### src/rtl/hex_entry_pkg.sv
// Shared types and constants for the DE2 hex keypad entry path: debounce
// FSM states, key-to-action mapping and digit width.
package hex_entry_pkg;

    typedef enum logic [1:0] {
        UP        = 2'd0,
        WAIT_DOWN = 2'd1,
        DOWN      = 2'd2,
        WAIT_UP   = 2'd3
    } db_state_e;

    localparam int NUM_KEYS   = 4;
    localparam int KEY_CLEAR  = 0;
    localparam int KEY_ENTER  = 1;
    localparam int KEY_BACK   = 2;
    localparam int KEY_COMMIT = 3;

    localparam int DIGIT_W = 4;

endpackage

### src/rtl/key_debounce.sv
// One push-button: two-flop synchronizer, four-state debounce FSM with a
// stability counter, debounced level and a one-cycle press pulse.
module key_debounce
    import hex_entry_pkg::*;
#(
    parameter int DEBOUNCE_CYCLES = 500000
) (
    input  logic clk,
    input  logic rst_n,
    input  logic key_raw,
    output logic key_level,
    output logic key_press
);

    localparam int CNT_W = (DEBOUNCE_CYCLES > 1) ? $clog2(DEBOUNCE_CYCLES + 1) : 1;
    localparam logic [CNT_W-1:0] CNT_LAST = CNT_W'(DEBOUNCE_CYCLES - 1);

    // Synchronizer resets to the released level so reset never looks like a press.
    logic [1:0]       sync_reg;
    db_state_e        state_reg, state_next;
    logic [CNT_W-1:0] cnt_reg, cnt_next;
    logic [CNT_W-1:0] cnt_inc;
    logic             press_reg, press_next;
    logic             key_low;

    assign key_low = ~sync_reg[1];
    assign cnt_inc = cnt_reg + 1'b1;

    always_ff @(posedge clk or negedge rst_n) begin
        if (!rst_n) begin
            sync_reg  <= 2'b11;
            state_reg <= UP;
            cnt_reg   <= '0;
            press_reg <= 1'b0;
        end else begin
            sync_reg  <= {sync_reg[0], key_raw};
            state_reg <= state_next;
            cnt_reg   <= cnt_next;
            press_reg <= press_next;
        end
    end

    always_comb begin
        state_next = state_reg;
        cnt_next   = cnt_reg;
        press_next = 1'b0;
        case (state_reg)
            UP: begin
                if (key_low) begin
                    state_next = WAIT_DOWN;
                    cnt_next   = '0;
                end
            end
            WAIT_DOWN: begin
                if (!key_low) begin
                    state_next = UP;
                    cnt_next   = '0;
                end else if (cnt_inc >= CNT_LAST) begin
                    state_next = DOWN;
                    cnt_next   = '0;
                    press_next = 1'b1;
                end else begin
                    cnt_next = cnt_inc;
                end
            end
            DOWN: begin
                if (!key_low) begin
                    state_next = WAIT_UP;
                    cnt_next   = '0;
                end
            end
            WAIT_UP: begin
                if (key_low) begin
                    state_next = DOWN;
                    cnt_next   = '0;
                end else if (cnt_inc >= CNT_LAST) begin
                    state_next = UP;
                    cnt_next   = '0;
                end else begin
                    cnt_next = cnt_inc;
                end
            end
            default: begin
                state_next = UP;
                cnt_next   = '0;
            end
        endcase
    end

    // Level and pulse change together because both come from the same edge.
    assign key_level = (state_reg == DOWN) || (state_reg == WAIT_UP);
    assign key_press = press_reg;

endmodule

### src/rtl/hex_entry.sv
// Hex value entry from DE2 keys and switches: debounced key actions build a
// shift register of nibbles which is committed to the CPU/display path.
module hex_entry
    import hex_entry_pkg::*;
#(
    parameter int DEBOUNCE_CYCLES = 500000,
    parameter int NUM_DIGITS      = 8
) (
    input  logic                            CLOCK_50,
    input  logic                            rst_n,
    input  logic [3:0]                      KEY,
    input  logic [17:0]                     SW,
    output logic [DIGIT_W*NUM_DIGITS-1:0]   entry,
    output logic [3:0]                      digit_count,
    output logic [DIGIT_W*NUM_DIGITS-1:0]   committed,
    output logic                            commit_strobe,
    output logic [3:0]                      key_state
);

    localparam int         VAL_W = DIGIT_W * NUM_DIGITS;
    localparam logic [3:0] FULL  = 4'(NUM_DIGITS);

    logic [NUM_KEYS-1:0] press;
    logic [NUM_KEYS-1:0] level;

    genvar gi;
    generate
        for (gi = 0; gi < NUM_KEYS; gi++) begin : g_key
            key_debounce #(
                .DEBOUNCE_CYCLES(DEBOUNCE_CYCLES)
            ) u_db (
                .clk       (CLOCK_50),
                .rst_n     (rst_n),
                .key_raw   (KEY[gi]),
                .key_level (level[gi]),
                .key_press (press[gi])
            );
        end
    endgenerate

    assign key_state = level;

    // Only the low nibble of the switch bank carries a digit.
    logic sw_unused;
    assign sw_unused = ^SW[17:4];

    logic [DIGIT_W-1:0] sw_meta_reg, sw_sync_reg;

    always_ff @(posedge CLOCK_50 or negedge rst_n) begin
        if (!rst_n) begin
            sw_meta_reg <= '0;
            sw_sync_reg <= '0;
        end else begin
            sw_meta_reg <= SW[DIGIT_W-1:0];
            sw_sync_reg <= sw_meta_reg;
        end
    end

    logic [VAL_W-1:0] entry_reg, entry_next;
    logic [VAL_W-1:0] committed_reg, committed_next;
    logic [3:0]       count_reg, count_next;
    logic             strobe_reg, strobe_next;

    // Priority: clear > commit > backspace > enter; lower ones are dropped.
    always_comb begin
        entry_next     = entry_reg;
        committed_next = committed_reg;
        count_next     = count_reg;
        strobe_next    = 1'b0;
        if (press[KEY_CLEAR]) begin
            entry_next = '0;
            count_next = '0;
        end else if (press[KEY_COMMIT]) begin
            committed_next = entry_reg;
            strobe_next    = 1'b1;
            entry_next     = '0;
            count_next     = '0;
        end else if (press[KEY_BACK]) begin
            entry_next = entry_reg >> DIGIT_W;
            count_next = (count_reg == 4'd0) ? 4'd0 : count_reg - 4'd1;
        end else if (press[KEY_ENTER]) begin
            entry_next = {entry_reg[VAL_W-DIGIT_W-1:0], sw_sync_reg};
            count_next = (count_reg >= FULL) ? FULL : count_reg + 4'd1;
        end
    end

    always_ff @(posedge CLOCK_50 or negedge rst_n) begin
        if (!rst_n) begin
            entry_reg     <= '0;
            committed_reg <= '0;
            count_reg     <= '0;
            strobe_reg    <= 1'b0;
        end else begin
            entry_reg     <= entry_next;
            committed_reg <= committed_next;
            count_reg     <= count_next;
            strobe_reg    <= strobe_next;
        end
    end

    assign entry         = entry_reg;
    assign committed     = committed_reg;
    assign digit_count   = count_reg;
    assign commit_strobe = strobe_reg;

endmodule

### config.mk
export PLATFORM = sky130hd
export DESIGN_NAME = hex_entry
export DESIGN_NICKNAME = d
export VERILOG_FILES = /design/src/rtl/hex_entry_pkg.sv /design/src/rtl/key_debounce.sv /design/src/rtl/hex_entry.sv
export SDC_FILE = /design/constraint.sdc
export NUM_CORES = 1
export LEC_CHECK = 0
export CAP_MARGIN = 15
export CORE_MARGIN = 3
export CORE_UTILIZATION = 50
export DETAILED_ROUTE_END_ITERATION = 12
export PLACE_DENSITY_LB_ADDON = 0.12
export SYNTH_ARGS = -nofsm -noshare
export SYNTH_HDL_FRONTEND = slang
export SYNTH_SLANG_ARGS = --single-unit
### constraint.sdc
create_clock -name CLOCK_50 -period 3 [get_ports CLOCK_50]
set_input_delay 0.6 -clock CLOCK_50 [delete_from_list [all_inputs] [get_ports CLOCK_50]]
set_output_delay 0.6 -clock CLOCK_50 [all_outputs]
set_load 0.05 [all_outputs]
==> results of run 1 <==
==> cell type report <==
class	count	area, µm²
Timing Repair Buffer	118	1120
Fill cell	1580	7150
Tap cell	229	287
Sequential cell	173	4340
Inverter	28	105
Clock inverter	15	155
Multi-Input combinational cell	743	4810
Clock buffer	17	425
==> cells in the mapped netlist, drive strengths merged, types with 9 or more instances <==
library cell / instances / area share
dfrtp: 165 / 0.43
nor2: 99 / 0.039
nand2: 85 / 0.033
o21ai: 66 / 0.035
a21oi: 57 / 0.030
nand3: 57 / 0.031
mux2i: 44 / 0.046
clkbuf: 42 / 0.017
mux2: 34 / 0.040
nor3: 33 / 0.019
inv: 28 / 0.011
buf: 27 / 0.017
nand4: 24 / 0.019
a21o: 21 / 0.016
and3: 21 / 0.014
or3: 17 / 0.012
nor4: 16 / 0.014
xnor2: 16 / 0.015
a31oi: 11 / 0.0094
ha: 11 / 0.014
nor2b: 11 / 0.0072
a22o: 9 / 0.0082
==> worst max-delay path by stage <==
| stage | startpoint | end | slack [ns] | depth (start not counted) |
|---|---|---|---|---|
| floorplan | g_key[0].u_db.cnt_reg[0] | g_key[0].u_db.cnt_reg[6] | 0.41 | 9 |
| global placement | g_key[3].u_db.cnt_reg[0] | g_key[3].u_db.cnt_reg[16] | 0.21 | 10 |
| detailed placement | g_key[3].u_db.cnt_reg[0] | g_key[3].u_db.cnt_reg[16] | 0.17 | 10 |
| CTS | g_key[3].u_db.cnt_reg[0] | g_key[3].u_db.cnt_reg[16] | 0.17 | 10 |
| global route | g_key[2].u_db.cnt_reg[0] | g_key[2].u_db.cnt_reg[5] | 0.004 | 10 |
| finish | g_key[1].u_db.cnt_reg[4] | g_key[1].u_db.cnt_reg[6] | 0.20 | 9 |
==> worst max-delay path: stages (launching register included) <==
cell	delay [ns]
dfrtp_1	0.48
nand3_2	0.27
or3_4	0.50
nor4b_1	0.29
nor4_1	0.11
a211oi_2	0.35
o211ai_4	0.12
buf_4	0.20
or3_1	0.31
o221ai_1	0.07
==> metrics by stage <==
stage / utilization / cell area [µm²] / hold WS (ns)
global route: 0.611 / 11200 / 0.190
global placement: 0.579 / 10600 / 0.332
floorplan: - / 9560 / 0.304
CTS: 0.610 / 11200 / 0.167
finish: 0.611 / 11200 / 0.139
detailed placement: 0.579 / 10600 / 0.337
==> repair_timing <==
action                                 4_1_cts  5_1_grt
setup endpoints to repair                    0       13
endpoints found under the hold margin        0        0
buffers inserted                             0        0
gates resized for setup                      0        5
==> per-layer routing <==
metal,part of all wire,routed length [µm]
met5,0,0
met4,0.012,250
met3,0.029,599
met2,0.48,9770
met1,0.48,9720
==> logic make-up (layout without fill, tap and decap cells) <==
| group | count (synthesis) | in the layout | share of synthesized area |
|---|---|---|---|
| simple gates | 405 | 405 | 0.221 |
| fa+ha+maj | 11 | 11 | 0.0144 |
| xor+xnor | 23 | 23 | 0.0211 |
| buf+inv | 97 | 178 | 0.0448 |
| compound gates | 226 | 226 | 0.159 |
| mux | 78 | 78 | 0.0861 |
| flops | 173 | 173 | 0.454 |
==> power breakdown <==
group | switching, W | internal [W] | leakage [nW]
sequential | 0.0000346 | 0.00237 | 2.35
combinational | 0.000232 | 0.000124 | 2.42
clock | 0.00104 | 0.00111 | 0.285
total | 0.00131 | 0.00361 | 5.06
==> summary.txt, run 1 <==
Status
  – Outcome: finished, final reports clean

Global route
  – Pin count of the biggest net entering global routing: 65
  – GRT Total Usage: 0.204
  – Global routing's busiest layer: met2
  – Initial antenna violation count: 0
  – Met2 Resource Use GR: 0.329
  – Met1 usage: 0.284
  – Global routing met3 resource utilization: 0.0417
  – Overflow after GRT: 0
  – Vias in the first global route: 7058
  – Global-route wire length before repair: 34700 µm

Clock tree
  – Hold buffer count at CTS: 0
  – CTS Sinks: 173
  – CTS root buf: clkbuf_16
  – Clock tree buffer depth: 2
  – Worst-path clk slew: 0.07 ns
  – TritonCTS clock tree: done
  – H-tree levels: 4
  – CTS Buf Count: 17
  – Worst skew pair latency: 0.43 ns

Detailed routing
  – Residual DRC count: 0
  – Final wirelength: 20300 µm
  – DR WL/cell: 15.4 µm
  – First DRT Iteration DRCs: 418
  – DR vias/cell: 5.75
  – Drt first pass iters: 5
  – Antenna viol nets, final: 0
  – Vias post-DR: 7608

Worst setup path
  – CP max FO: 17
  – CP Class: reg2reg
  – Reg2reg end: g_key[1].u_db.cnt_reg[6]
  – Endpoint type of the worst setup path: register
  – Worst setup SP type: register
  – Crit path arrival time: 3.15 ns
  – FF-to-FF setup slack: 0.20 ns
  – Critical R2R Launch: g_key[1].u_db.cnt_reg[4]
  – R2R depth: 9
  – Worst endpoint required time: 3.35 ns

Timing
  – Max-slew violation count: 0
  – Setup_tns: 0 ns
  – Max-Slew Margin vs Limit: 0.354
  – Tcrit/Tclk final: 0.934
  – Crit path time final: 2.80 ns
  – Final Hold Viols: 0
  – Clock Skew: 0.00970 ns
  – Final Setup Violations: 0
  – F_max: 357 MHz
  – RSZ-0062 raised after global routing: no
  – Worst-Margin Slew: 0.969 ns
  – Worst setup margin: 0.199 ns

Place
  – Place WS: 0.173 ns
  – Detailed Place HPWL: 13700 µm
  – Port Buffers: 82
  – Final Wtd Congestion: 0.815
  – DP Cell Count: 1291

Logic synthesis
  – Syn_area_per_cell: 9.44 µm²
  – Ys async rst share: 1.00
  – Syn nets: 1048
  – Synth cell types: 88
  – Yosys warnings: 0
  – Synthesized flop and latch total: 173
  – Post-Syn Instances: 1013
  – Post-synth EDFFs: 0
  – Post-synthesis sequential area ratio: 0.454
  – Top_reg_cell synth: dfrtp_1
  – Synthesized area: 9560 µm²

Floorplan
  – Row cnt: 49
  – Core area: 18400 µm²
  – Starting Density: 0.520
  – Boundary pin count: 97
  – Die area: 20800 µm²
  – Die height: 144 µm
  – Die width: 144 µm

Layout
  – Commonest non-fill, non-tap cell in the layout: dfrtp_1
  – # nets final: 1116
  – Commonest cells after routing, fill and taps aside: 163 x dfrtp_1, 98 x nor2_1, 85 x nand2_1, 81 x clkdlybuf4s50_1, 62 x o21ai_0
  – Max reg flops: 76
  – Synth-to-Final Area Change: 17.6%
  – Fraction of layout cells with a size suffix above 1: 0.138
  – # diodes: 0
  – Non-Filler Instances: 1323

Power
  – Final Power: 0.00491 W
  – Pleak: 5.06 nW
  – Power Dens Cells: 437 nW/µm²
  – Max rail drop VDD: 362 µV

Flow run
  – Maxcap violations: 0

Hold path
  – HP Class: in2async
Note: power is estimated with default switching activity, not from simulation.
==> run 2, diff against run 1 <==
--- a/config.mk
+++ b/config.mk
@@ -8,7 +8,10 @@
 export CAP_MARGIN = 15
 export CORE_MARGIN = 3
 export CORE_UTILIZATION = 50
+export CTS_CLUSTER_DIAMETER = 40
 export DETAILED_ROUTE_END_ITERATION = 12
+export DONT_BUFFER_PORTS = 1
+export GPL_TIMING_DRIVEN = 0
 export PLACE_DENSITY_LB_ADDON = 0.12
 export SYNTH_ARGS = -nofsm -noshare
 export SYNTH_HDL_FRONTEND = slang
==> run 2 against run 1 <==
  * The run now ends with hold timing left
  * Count of clock-buffer cells in the layout is the same
  * Register-to-register slack got worse by 0.08 ns
  * Clock skew grew 0.0036 ns
  * First-iteration DRC count increased by 4.3%
  * Worst setup slack lost 0.079 ns
  * Sequential share of layout area is 2.3 points higher
  * Global-route usage increased by 0.26 points
  * Cell count decreased by 3.2%
  * Clock power rose by 6%
  * Total power grew 2.0%
  * Maximum frequency is 2.7% lower
  * Flip-flop and latch count is the same
  * Highest routed layer unchanged
==> summary.txt, run 2 (synthesis results as in run 1) <==
Layout
  – Final-layout fill cell count: 1650 (+4.4%)
  – Non-Filler Instances: 1281 (-3.2%)
  – # nets final: 1074 (-3.8%)
  – Commonest non-fill, non-tap cell in the layout: dfrtp_1
  – Synth-to-Final Area Change: 11.1%
  – Commonest cells after routing, fill and taps aside: 162 x dfrtp_1, 97 x nor2_1, 85 x nand2_1, 61 x o21ai_0, 57 x a21oi_1
  – Max reg flops: 76 (unchanged)
  – # diodes: 0 (unchanged)
  – Core Util, Final: 0.577 (-0.0339)
  – Fraction of layout cells with a size suffix above 1: 0.150 (+0.0122)

Power
  – Internal Power: 0.00370 W (+2.6%)
  – Net switching fraction of the power: 0.262 (-0.00401)
  – Max rail drop VDD: 356 µV (-1.7%)
  – Sequential share of power: 0.483 (-0.007)
  – Clock share of power: 0.455 (+0.018)
  – Power Dens Cells: 472 nW/µm² (+8.0%)
  – Comb power frac: 0.063 (-0.010)
  – Switch Pwr: 0.00131 W (+0.49%)
  – Pleak: 4.86 nW (-3.9%)
  – Final Power: 0.00501 W (+2.0%)

Global route
  – GRT Total Usage: 0.206 (+0.00261)
  – Vias in the first global route: 7012 (-0.65%)
  – Global-route wire length before repair: 35100 µm (+0.99%)
  – Overflow after GRT: 0 (unchanged)
  – Initial antenna violation count: 0 (unchanged)
  – Pin count of the biggest net entering global routing: 174 (+170%)

Timing
  – Clock Skew: 0.0133 ns (+0.00361 ns)
  – Worst-Margin Slew: 0.799 ns (-0.170 ns)
  – Tcrit/Tclk final: 0.960 (+0.0264)
  – Final Setup Violations: 0 (unchanged)
  – Final Hold Viols: 165 (+165)
  – Crit path time final: 2.88 ns (+0.0791 ns)
  – F_max: 347 MHz (-2.7%)
  – Max-slew violation count: 0 (unchanged)
  – Final hold slack: -0.142 ns (-0.282 ns)
  – Max-Slew Margin vs Limit: 0.465 (+0.112)
  – Worst setup margin: 0.120 ns (-0.0791 ns)

Detailed routing
  – Vias post-DR: 7576 (-0.42%)
  – Antenna viol nets, final: 0 (unchanged)
  – Final wirelength: 21400 µm (+5.0%)
  – DR WL/cell: 16.7 µm (+8.5%)
  – Drt first pass iters: 5 (unchanged)
  – Residual DRC count: 0 (unchanged)
  – DR vias/cell: 5.91 (+2.8%)
  – First DRT Iteration DRCs: 436 (+4.3%)

Floorplan
  – Starting Density: 0.520 (unchanged)
  – Die area: 20800 µm² (unchanged)
  – Row cnt: 49 (unchanged)
  – Die width: 144 µm (unchanged)
  – Boundary pin count: 97 (unchanged)
  – Die height: 144 µm (unchanged)
  – Core area: 18400 µm² (unchanged)

Worst setup path
  – Crit-path slowest cell: nor4_4
  – Worst endpoint required time: 3.36 ns (about the same)
  – CP Class: reg2reg
  – CP max stage delay: 0.44 ns (-0.06 ns)
  – Worst setup SP type: register
  – CP max FO: 10 (-7)
  – Crit path arrival time: 3.24 ns (+0.09 ns)
  – Crit path buffers/inverters: 2 (+1)
  – Worst-path cell chain: clkbuf_1 -> nand3_1 -> nor4_4 -> a31o_2 -> o311a_1 -> o221ai_1 -> a31oi_4 -> clkbuf_4 -> a21oi_1 -> mux2i_1
  – Delay-heaviest family, CP: compound AO/OA/AOI/OAI gates
  – Endpoint type of the worst setup path: register

Clock tree
  – CTS root buf: clkbuf_16
  – TritonCTS clock tree: done
  – CTS Buf Count: 17 (unchanged)
  – CTS Sinks: 173 (unchanged)
  – H-tree levels: 4 (unchanged)
  – Clock tree buffer depth: 2 (unchanged)
  – Worst-path clk slew: 0.07 ns (about the same)
  – Worst skew pair latency: 0.43 ns (about the same)

Status
  – Outcome: finished, violations left
  – Failing checks: hold timing

Place
  – DP Cell Count: 1242 (-3.8%)
  – Detailed Place HPWL: 14200 µm (+4.3%)
  – Place WS: -0.184 ns (-0.358 ns)
  – Port Buffers: 0 (-100%)
  – Final Wtd Congestion: 0.857 (+5.1%)

Hold path
  – HP Class: in2async

Flow run
  – Maxcap violations: 0 (unchanged)
run 2: cell types whose count changed in the layout (fill, tap and decap cells not counted), sizes merged, moves of 2 or more:
cell | before | now
clkdlybuf4s50 | 81 | 0
clkbuf | 17 | 58
clkinv | 8 | 4
buf | 37 | 34
inv | 35 | 37
run 2: area by class of cell:
| cell class | instances | area, µm² | share of cell area |
|---|---|---|---|
| multi-input combinational | 744 | 4880 | 0.459 |
| sequential | 173 | 4340 | 0.409 |
| clock buffer | 17 | 425 | 0.0401 |
| buffer | 66 | 322 | 0.0303 |
| tap | 229 | 287 | 0.0270 |
| clock inverter | 15 | 191 | 0.0180 |
| inverter | 28 | 105 | 0.00990 |
| timing repair buffer | 9 | 67.6 | 0.00636 |
run 2: worst paths after layout:
path | startpoint | endpoint | slack [ns] | depth (start not counted)
worst max-delay path | g_key[2].u_db.cnt_reg[7] | g_key[2].u_db.cnt_reg[7] | 0.12 | 10
worst min-delay path | rst_n | g_key[1].u_db.cnt_reg[11] | -0.14 | 0
worst max register to register | g_key[2].u_db.cnt_reg[7] | g_key[2].u_db.cnt_reg[7] | 0.12 | 10
worst min register to register | sw_meta_reg[3] | sw_sync_reg[3] | 0.35 | 0
max in group asynchronous | rst_n | g_key[2].u_db.sync_reg[0] | 2.80 | 0
min in group CLOCK_50 | KEY[1] | g_key[1].u_db.sync_reg[0] | 0.17 | 0
run 2: layer usage:
metal  share of wire  wire, µm  GRT usage
met1            0.48     10200      0.298
met2            0.47      9950      0.323
met3           0.051      1090     0.0433
met4          0.0078       167     0.0466
met5               0         0          0
run 2: worst register-to-register path: cells and delay by family, from the launching register on:
family / cells / cell delay (ns)
DFF: 1 / 0.32
buffers and inverters: 2 / 0.55
and+or+nand+nor: 2 / 0.68
muxes: 1 / 0.15
AOI/OAI and AO/OA: 5 / 1.11
run 2: what timing repair did:
item | CTS | global route
cloned | 0 | 1
setup buffers | 4 | 5
gates resized for setup | 6 | 21
endpoints found under the setup margin | 42 | 73
pin swaps | 3 | 5
endpoints found under the hold margin | 165 | 165
run 2: per-stage QoR:
step | instance area, µm² | hold slack [ns] | TNS, ns
after floorplan | 9560 | 0.304 | 0
after global placement | 9850 | 0.309 | -1.97
after detailed placement | 9850 | 0.310 | -2.40
after CTS | 10500 | -0.157 | 0
after global routing | 10600 | -0.166 | -0.122
final | 10600 | -0.142 | 0
run 2: power by group through the flow:
stage	clock network, W	registers [W]	logic (W)
after floorplan	0	0.00245	0.000218
after global placement	0	0.00246	0.000290
after detailed placement	0	0.00246	0.000290
after CTS	0.00234	0.00242	0.000294
after global routing	0.00244	0.00243	0.000354
final	0.00228	0.00242	0.000314
